[src/rtl/fetch_seq_pkg.sv]
// Shared opcode constants, state encodings and PC-select codes for the fetch sequencer.
package fetch_seq_pkg;

    localparam int OPC_W = 5;

    localparam logic [OPC_W-1:0] OPC_LD      = 5'b10100;
    localparam logic [OPC_W-1:0] OPC_HLT     = 5'b10001;
    localparam logic [2:0]       OPC_JMP_PFX = 3'b111;

    typedef enum logic [2:0] {
        ST_RUN  = 3'd0,
        ST_LDB  = 3'd1,
        ST_JW1  = 3'd2,
        ST_JW2  = 3'd3,
        ST_HALT = 3'd4
    } state_e;

    typedef enum logic [1:0] {
        PC_HOLD = 2'd0,
        PC_INC  = 2'd1,
        PC_LOAD = 2'd2
    } pc_sel_e;

endpackage

[src/rtl/pc_reg.sv]
// Program counter register: hold, increment (wrapping modulo 2^PC_W) or load a jump target.
module pc_reg
    import fetch_seq_pkg::*;
#(
    parameter int              PC_W     = 8,
    parameter logic [PC_W-1:0] RESET_PC = '0
) (
    input  logic            clk,
    input  logic            rst,
    input  pc_sel_e         sel,
    input  logic [PC_W-1:0] target,
    output logic [PC_W-1:0] pc
);

    logic [PC_W-1:0] pc_q;
    logic [PC_W-1:0] pc_d;

    always_comb begin
        pc_d = pc_q;
        case (sel)
            PC_INC:  pc_d = pc_q + 1'b1;
            PC_LOAD: pc_d = target;
            default: pc_d = pc_q;
        endcase
    end

    always_ff @(posedge clk or posedge rst) begin
        if (rst) begin
            pc_q <= RESET_PC;
        end else begin
            pc_q <= pc_d;
        end
    end

    assign pc = pc_q;

endmodule

[src/rtl/fetch_sequencer.sv]
// Front-end sequencer: owns the PC, decodes the fetched opcode and sequences load bubble, jump wait and halt.
// Optional macro STALL_PERF_CNT_EN adds a saturating 16-bit stall cycle counter output.
module fetch_sequencer
    import fetch_seq_pkg::*;
#(
    parameter int              PC_W     = 8,
    parameter int              INS_W    = 20,
    parameter logic [PC_W-1:0] RESET_PC = '0
) (
    input  logic             clk,
    input  logic             reset,
    input  logic [INS_W-1:0] ins_pm,
    input  logic             jmp_taken,
    input  logic [PC_W-1:0]  jmp_target,
    input  logic             resume,
    output logic [PC_W-1:0]  pc,
    output logic             fetch_en,
    output logic             stall,
    output logic             flush,
    output logic             halted,
`ifdef STALL_PERF_CNT_EN
    output logic [15:0]      stall_cnt,
`endif
    output logic [2:0]       state
);

    state_e           state_q;
    state_e           state_d;
    logic             flush_q;
    logic             flush_d;
    pc_sel_e          pc_sel;
    logic [OPC_W-1:0] opc;
    logic             unused_ins_bits;

    assign opc             = ins_pm[INS_W-1 -: OPC_W];
    assign unused_ins_bits = ^ins_pm[INS_W-OPC_W-1:0];

    // ins_pm is only decoded in RUN; every other state ignores the bus.
    always_comb begin
        state_d = state_q;
        flush_d = 1'b0;
        pc_sel  = PC_HOLD;
        stall   = 1'b0;
        halted  = 1'b0;
        case (state_q)
            ST_RUN: begin
                if (opc == OPC_LD) begin
                    stall   = 1'b1;
                    state_d = ST_LDB;
                end else if (opc[OPC_W-1 -: 3] == OPC_JMP_PFX) begin
                    stall   = 1'b1;
                    state_d = ST_JW1;
                end else if (opc == OPC_HLT) begin
                    stall   = 1'b1;
                    state_d = ST_HALT;
                end else begin
                    pc_sel = PC_INC;
                end
            end
            ST_LDB: begin
                pc_sel  = PC_INC;
                state_d = ST_RUN;
            end
            ST_JW1: begin
                stall   = 1'b1;
                state_d = ST_JW2;
            end
            ST_JW2: begin
                state_d = ST_RUN;
                if (jmp_taken) begin
                    pc_sel  = PC_LOAD;
                    flush_d = 1'b1;
                end else begin
                    pc_sel = PC_INC;
                end
            end
            ST_HALT: begin
                stall  = 1'b1;
                halted = 1'b1;
                if (resume) begin
                    pc_sel  = PC_INC;
                    state_d = ST_RUN;
                end
            end
            default: begin
                state_d = ST_RUN;
            end
        endcase
    end

    always_ff @(posedge clk or posedge reset) begin
        if (reset) begin
            state_q <= ST_RUN;
            flush_q <= 1'b0;
        end else begin
            state_q <= state_d;
            flush_q <= flush_d;
        end
    end

    pc_reg #(
        .PC_W     (PC_W),
        .RESET_PC (RESET_PC)
    ) u_pc_reg (
        .clk    (clk),
        .rst    (reset),
        .sel    (pc_sel),
        .target (jmp_target),
        .pc     (pc)
    );

`ifdef STALL_PERF_CNT_EN
    logic [15:0] stall_cnt_q;

    always_ff @(posedge clk or posedge reset) begin
        if (reset) begin
            stall_cnt_q <= 16'd0;
        end else if (stall && (stall_cnt_q != 16'hFFFF)) begin
            stall_cnt_q <= stall_cnt_q + 16'd1;
        end
    end

    assign stall_cnt = stall_cnt_q;
`endif

    assign fetch_en = ~stall;
    assign flush    = flush_q;
    assign state    = state_q;

endmodule

[config.mk]
export PLATFORM = sky130hd
export DESIGN_NAME = fetch_sequencer
export DESIGN_NICKNAME = d
export VERILOG_FILES = /design/src/rtl/fetch_seq_pkg.sv /design/src/rtl/pc_reg.sv /design/src/rtl/fetch_sequencer.sv
export SDC_FILE = /design/constraint.sdc
export NUM_CORES = 1
export LEC_CHECK = 0
export ABC_AREA = 1
export CELL_PAD_IN_SITES_DETAIL_PLACEMENT = 1
export CELL_PAD_IN_SITES_GLOBAL_PLACEMENT = 1
export CORE_MARGIN = 10
export CORE_UTILIZATION = 27
export DETAILED_ROUTE_END_ITERATION = 6
export PLACE_DENSITY_LB_ADDON = 0.1
export REMOVE_ABC_BUFFERS = 1
export SLEW_MARGIN = 20
export SYNTH_ARGS = -nofsm -noshare
export SYNTH_HDL_FRONTEND = slang
export SYNTH_HIERARCHICAL = 1
export SYNTH_SLANG_ARGS = --single-unit
export TNS_END_PERCENT = 10
[constraint.sdc]
create_clock -name clk -period 4.9 [get_ports clk]
set_input_delay 0.98 -clock clk [delete_from_list [all_inputs] [get_ports clk]]
set_output_delay 0.98 -clock clk [all_outputs]
set_load 0.01 [all_outputs]
==> results.md <==
* CTS tree: done
* Area leader, netlist: dfrtp_1
* R2r setup slk at 2.80 ns
* Die W at 75.8 microns
* Worst EP required at about 4 ns
* CP peak stage delay at 0.56 ns
* H-tree depth at 1
* Worst EP arrival at 2.52 ns
* Final critical-path share of the clock period at 0.714
* Final WL at around 2600 microns
* Initial DRT Pass Iterations at 4
* Largest net degree at the start of global routing at 12
* Post-synthesis sequential area ratio at 0.357
* Num rows at 20
* Max reg flops at 8
* Final setup viols at 0
* Most used cell, CP: clkdlybuf4s50_1
* Clock tree buffer depth at 2
* Setup TNS at 0 ns
* # IOs at 47
* Predominant post-synthesis flop cell: dfrtp_1
* GPL Wtd Cong at 0.749
* First-pass GRT wire length at 4400 microns
* Root Buffer: clkbuf_4
* Die area at 5750 sq um
* CP Launch Type: primary input
* Iteration-0 DRC Markers at 20
* Gr ovfl total at 0
* Crit Reg-Reg Startpoint: state[1]
* Final clock skew at between 0.003 and 0.004 ns
* Core area at 3030 sq um
* Worst Setup Path Type: in2out
* CP delay by family, top: buffers and inverters
* Ys Warns at 6
* Crit path max-delay cell type: clkdlybuf4s50_1
* Routed via count at 924
* Post-synth top area share at 0.357
* Buffers plus inverters on the worst setup path at 2
* Most frequent cell after synthesis: nand2_1
* Cells on worst reg2reg path at 9
* Crit Path Max Fanout at 3
* Vias in the first global route at around 1000
* Sink Count at 12
* Vias per Instance at 4.53
* Peak VDD IR at 156 uV
* Instance count on the critical path at 6
* Layout Nets at 195
* Area delta synth->final at 44.4%
* Layout cells sized above 1 at 0.0625
* Max-slew headroom at the worst pin at 0.765
* Insertion delay to the later sink of the worst-skew pair at 0.28 ns
* RSZ-0062 raised after global routing: no
* Largest cells by area after synthesis: dfrtp_1 (36%), nand2_1 (15%), inv_1 (8.5%), nor2_1 (7.1%), nand3_1 (6.5%)
* Capturing point of the worst reg2reg path: u_pc_reg/pc[6]
* Starting Density at 0.278
* Worst slew pin tran at 0.352 ns
* Endpoints failing hold at 0
* Critical-path cell list: clkdlybuf4s50_1 -> nor2_1 -> o21bai_1 -> nand2_1 -> a21oi_1 -> clkdlybuf4s50_1
* Total GRT Usage at 0.0997
* PortBufs at 31
* Num CTS Buffers at 3
* Mapped Cells at 128
* # fillers at approximately 390
* Max-cap violation count at 0
* Critical path origin: ins_pm[16]
* CP Capture Point: fetch_en
* Hold bufs inserted after CTS at 0
* HPWL after detailed placement at 2120 microns
* Post-CTS Setup Inserts at 0
* Mean Syn Cell Area at 6.58 sq um
* Initial antenna violation count at 0
* Status: completed
* Clock-pin slew on the worst setup and hold paths at 0.08 ns
* Crit path time final at ~3.5 ns
* Leakage Power at 0.605 nW
* Post-synth EDFFs at 0
* Total power density per cell area at 550 nW/um^2
* Crit. End Element: primary output
* Post-route DRC at 0
* Hold Crit Class: reg2reg
* Max Clock Freq at ~290 MHz
* Die Y at 75.8 microns
* Post-CTS sizing at 0
* Pins Over Slew Limit at 0
* Synth Register Bits at 12
* Final antenna diode count at 0
* Most frequent cells after synthesis: nand2_1 (33), inv_1 (19), nor2_1 (16)
* Total design power at 0.000669 W
* Post-DR wirelength/cell at 12.7 microns
* Antenna Nets Post-Route at 0
* Async set-reset flop share out of synthesis at 1.00
* Unique masters post-synth at 20
* Mapped Area at 842 sq um
==> stage by stage <==
| stage | instances | hold WS [ns] | util | area [sq um] | worst slack [ns] |
|---|---|---|---|---|---|
| 6_report | 204 | 0.553 | 0.402 | 1220 | 1.40 |
| 5_1_grt | 204 | 0.615 | 0.402 | 1220 | 1.28 |
| 4_1_cts | 204 | 0.562 | 0.402 | 1220 | 1.37 |
| 3_5_place_dp | 200 | 0.541 | 0.390 | 1180 | 1.37 |
| 3_3_place_gp | 200 | 0.520 | 0.390 | 1180 | 1.42 |
| 2_1_floorplan | 125 | 0.552 | - | 815 | 2.44 |
==> layout by cell type (no fill, tap or decap) <==
| cell | Yosys | final |
|---|---|---|
| o21ai_0 | 6 | 6 |
| a21oi_1 | 10 | 10 |
| or2_2 | 1 | 1 |
| clkbuf_8 | 0 | 1 |
| o21a_1 | 1 | 1 |
| nor4_1 | 2 | 2 |
| ha_1 | 2 | 2 |
| nand2_2 | 1 | 1 |
| or2_0 | 1 | 1 |
| o21bai_1 | 3 | 3 |
| nor2_1 | 16 | 16 |
| nand2_1 | 33 | 33 |
| clkdlybuf4s50_1 | 0 | 31 |
| dfrtp_1 | 12 | 12 |
| inv_1 | 19 | 19 |
| clkbuf_4 | 0 | 3 |
| nor2_2 | 1 | 1 |
| inv_2 | 3 | 3 |
| nand3b_1 | 1 | 1 |
| nand4_1 | 2 | 2 |
| nand3_1 | 11 | 11 |
==> cell families after synthesis <==
group,Yosys count,synth area share
buffers and inverters,25,0.131
adder cells (fa/ha/maj),2,0.0297
AND/OR/NAND/NOR,69,0.352
AO/OA/AOI/OAI,20,0.131
flip-flops,12,0.357
==> worst min-delay path by stage <==
stage / endpoint / start / depth (start not counted)
floorplan: u_pc_reg/pc[7] / u_pc_reg/pc[7] / 2
global placement: u_pc_reg/pc[7] / u_pc_reg/pc[7] / 2
detailed placement: u_pc_reg/pc[7] / u_pc_reg/pc[7] / 2
CTS: u_pc_reg/pc[7] / u_pc_reg/pc[7] / 2
global route: flush / state[2] / 1
finish: u_pc_reg/pc[7] / u_pc_reg/pc[7] / 2
==> worst register-to-register path: cells and delay by family, from the launching register on <==
kind	cells	cell delay [ns]
simple gates	5	0.78
flops	1	0.46
fa+ha+maj	1	0.42
buf+inv	3	0.36
==> power breakdown <==
group          leakage [nW]  internal [W]  switching (W)
registers             0.145      0.000141      0.0000526
logic                 0.439      0.000183       0.000210
clock network        0.0210     0.0000453      0.0000371
total                 0.605      0.000370       0.000300
==> area by class of cell <==
| class | instances | area, sq um | area share |
|---|---|---|---|
| Timing Repair Buffer | 31 | 310 | 0.255 |
| Clock buffer | 4 | 36.3 | 0.0298 |
| Sequential cell | 12 | 300 | 0.247 |
| Multi-Input combinational cell | 91 | 432 | 0.355 |
| Inverter | 22 | 82.6 | 0.0679 |
| Tap cell | 44 | 55.1 | 0.0453 |
==> metal layers <==
metal | track usage | routed length (microns) | vias up
li1 | - | - | 469
met1 | 0.102 | 1070 | 425
met2 | 0.172 | 1230 | 25
met3 | 0.0286 | 212 | 5
met4 | 0.0680 | 72 | 0
met5 | 0 | 0 | -
No activity file was read; power rests on OpenSTA's default activity.
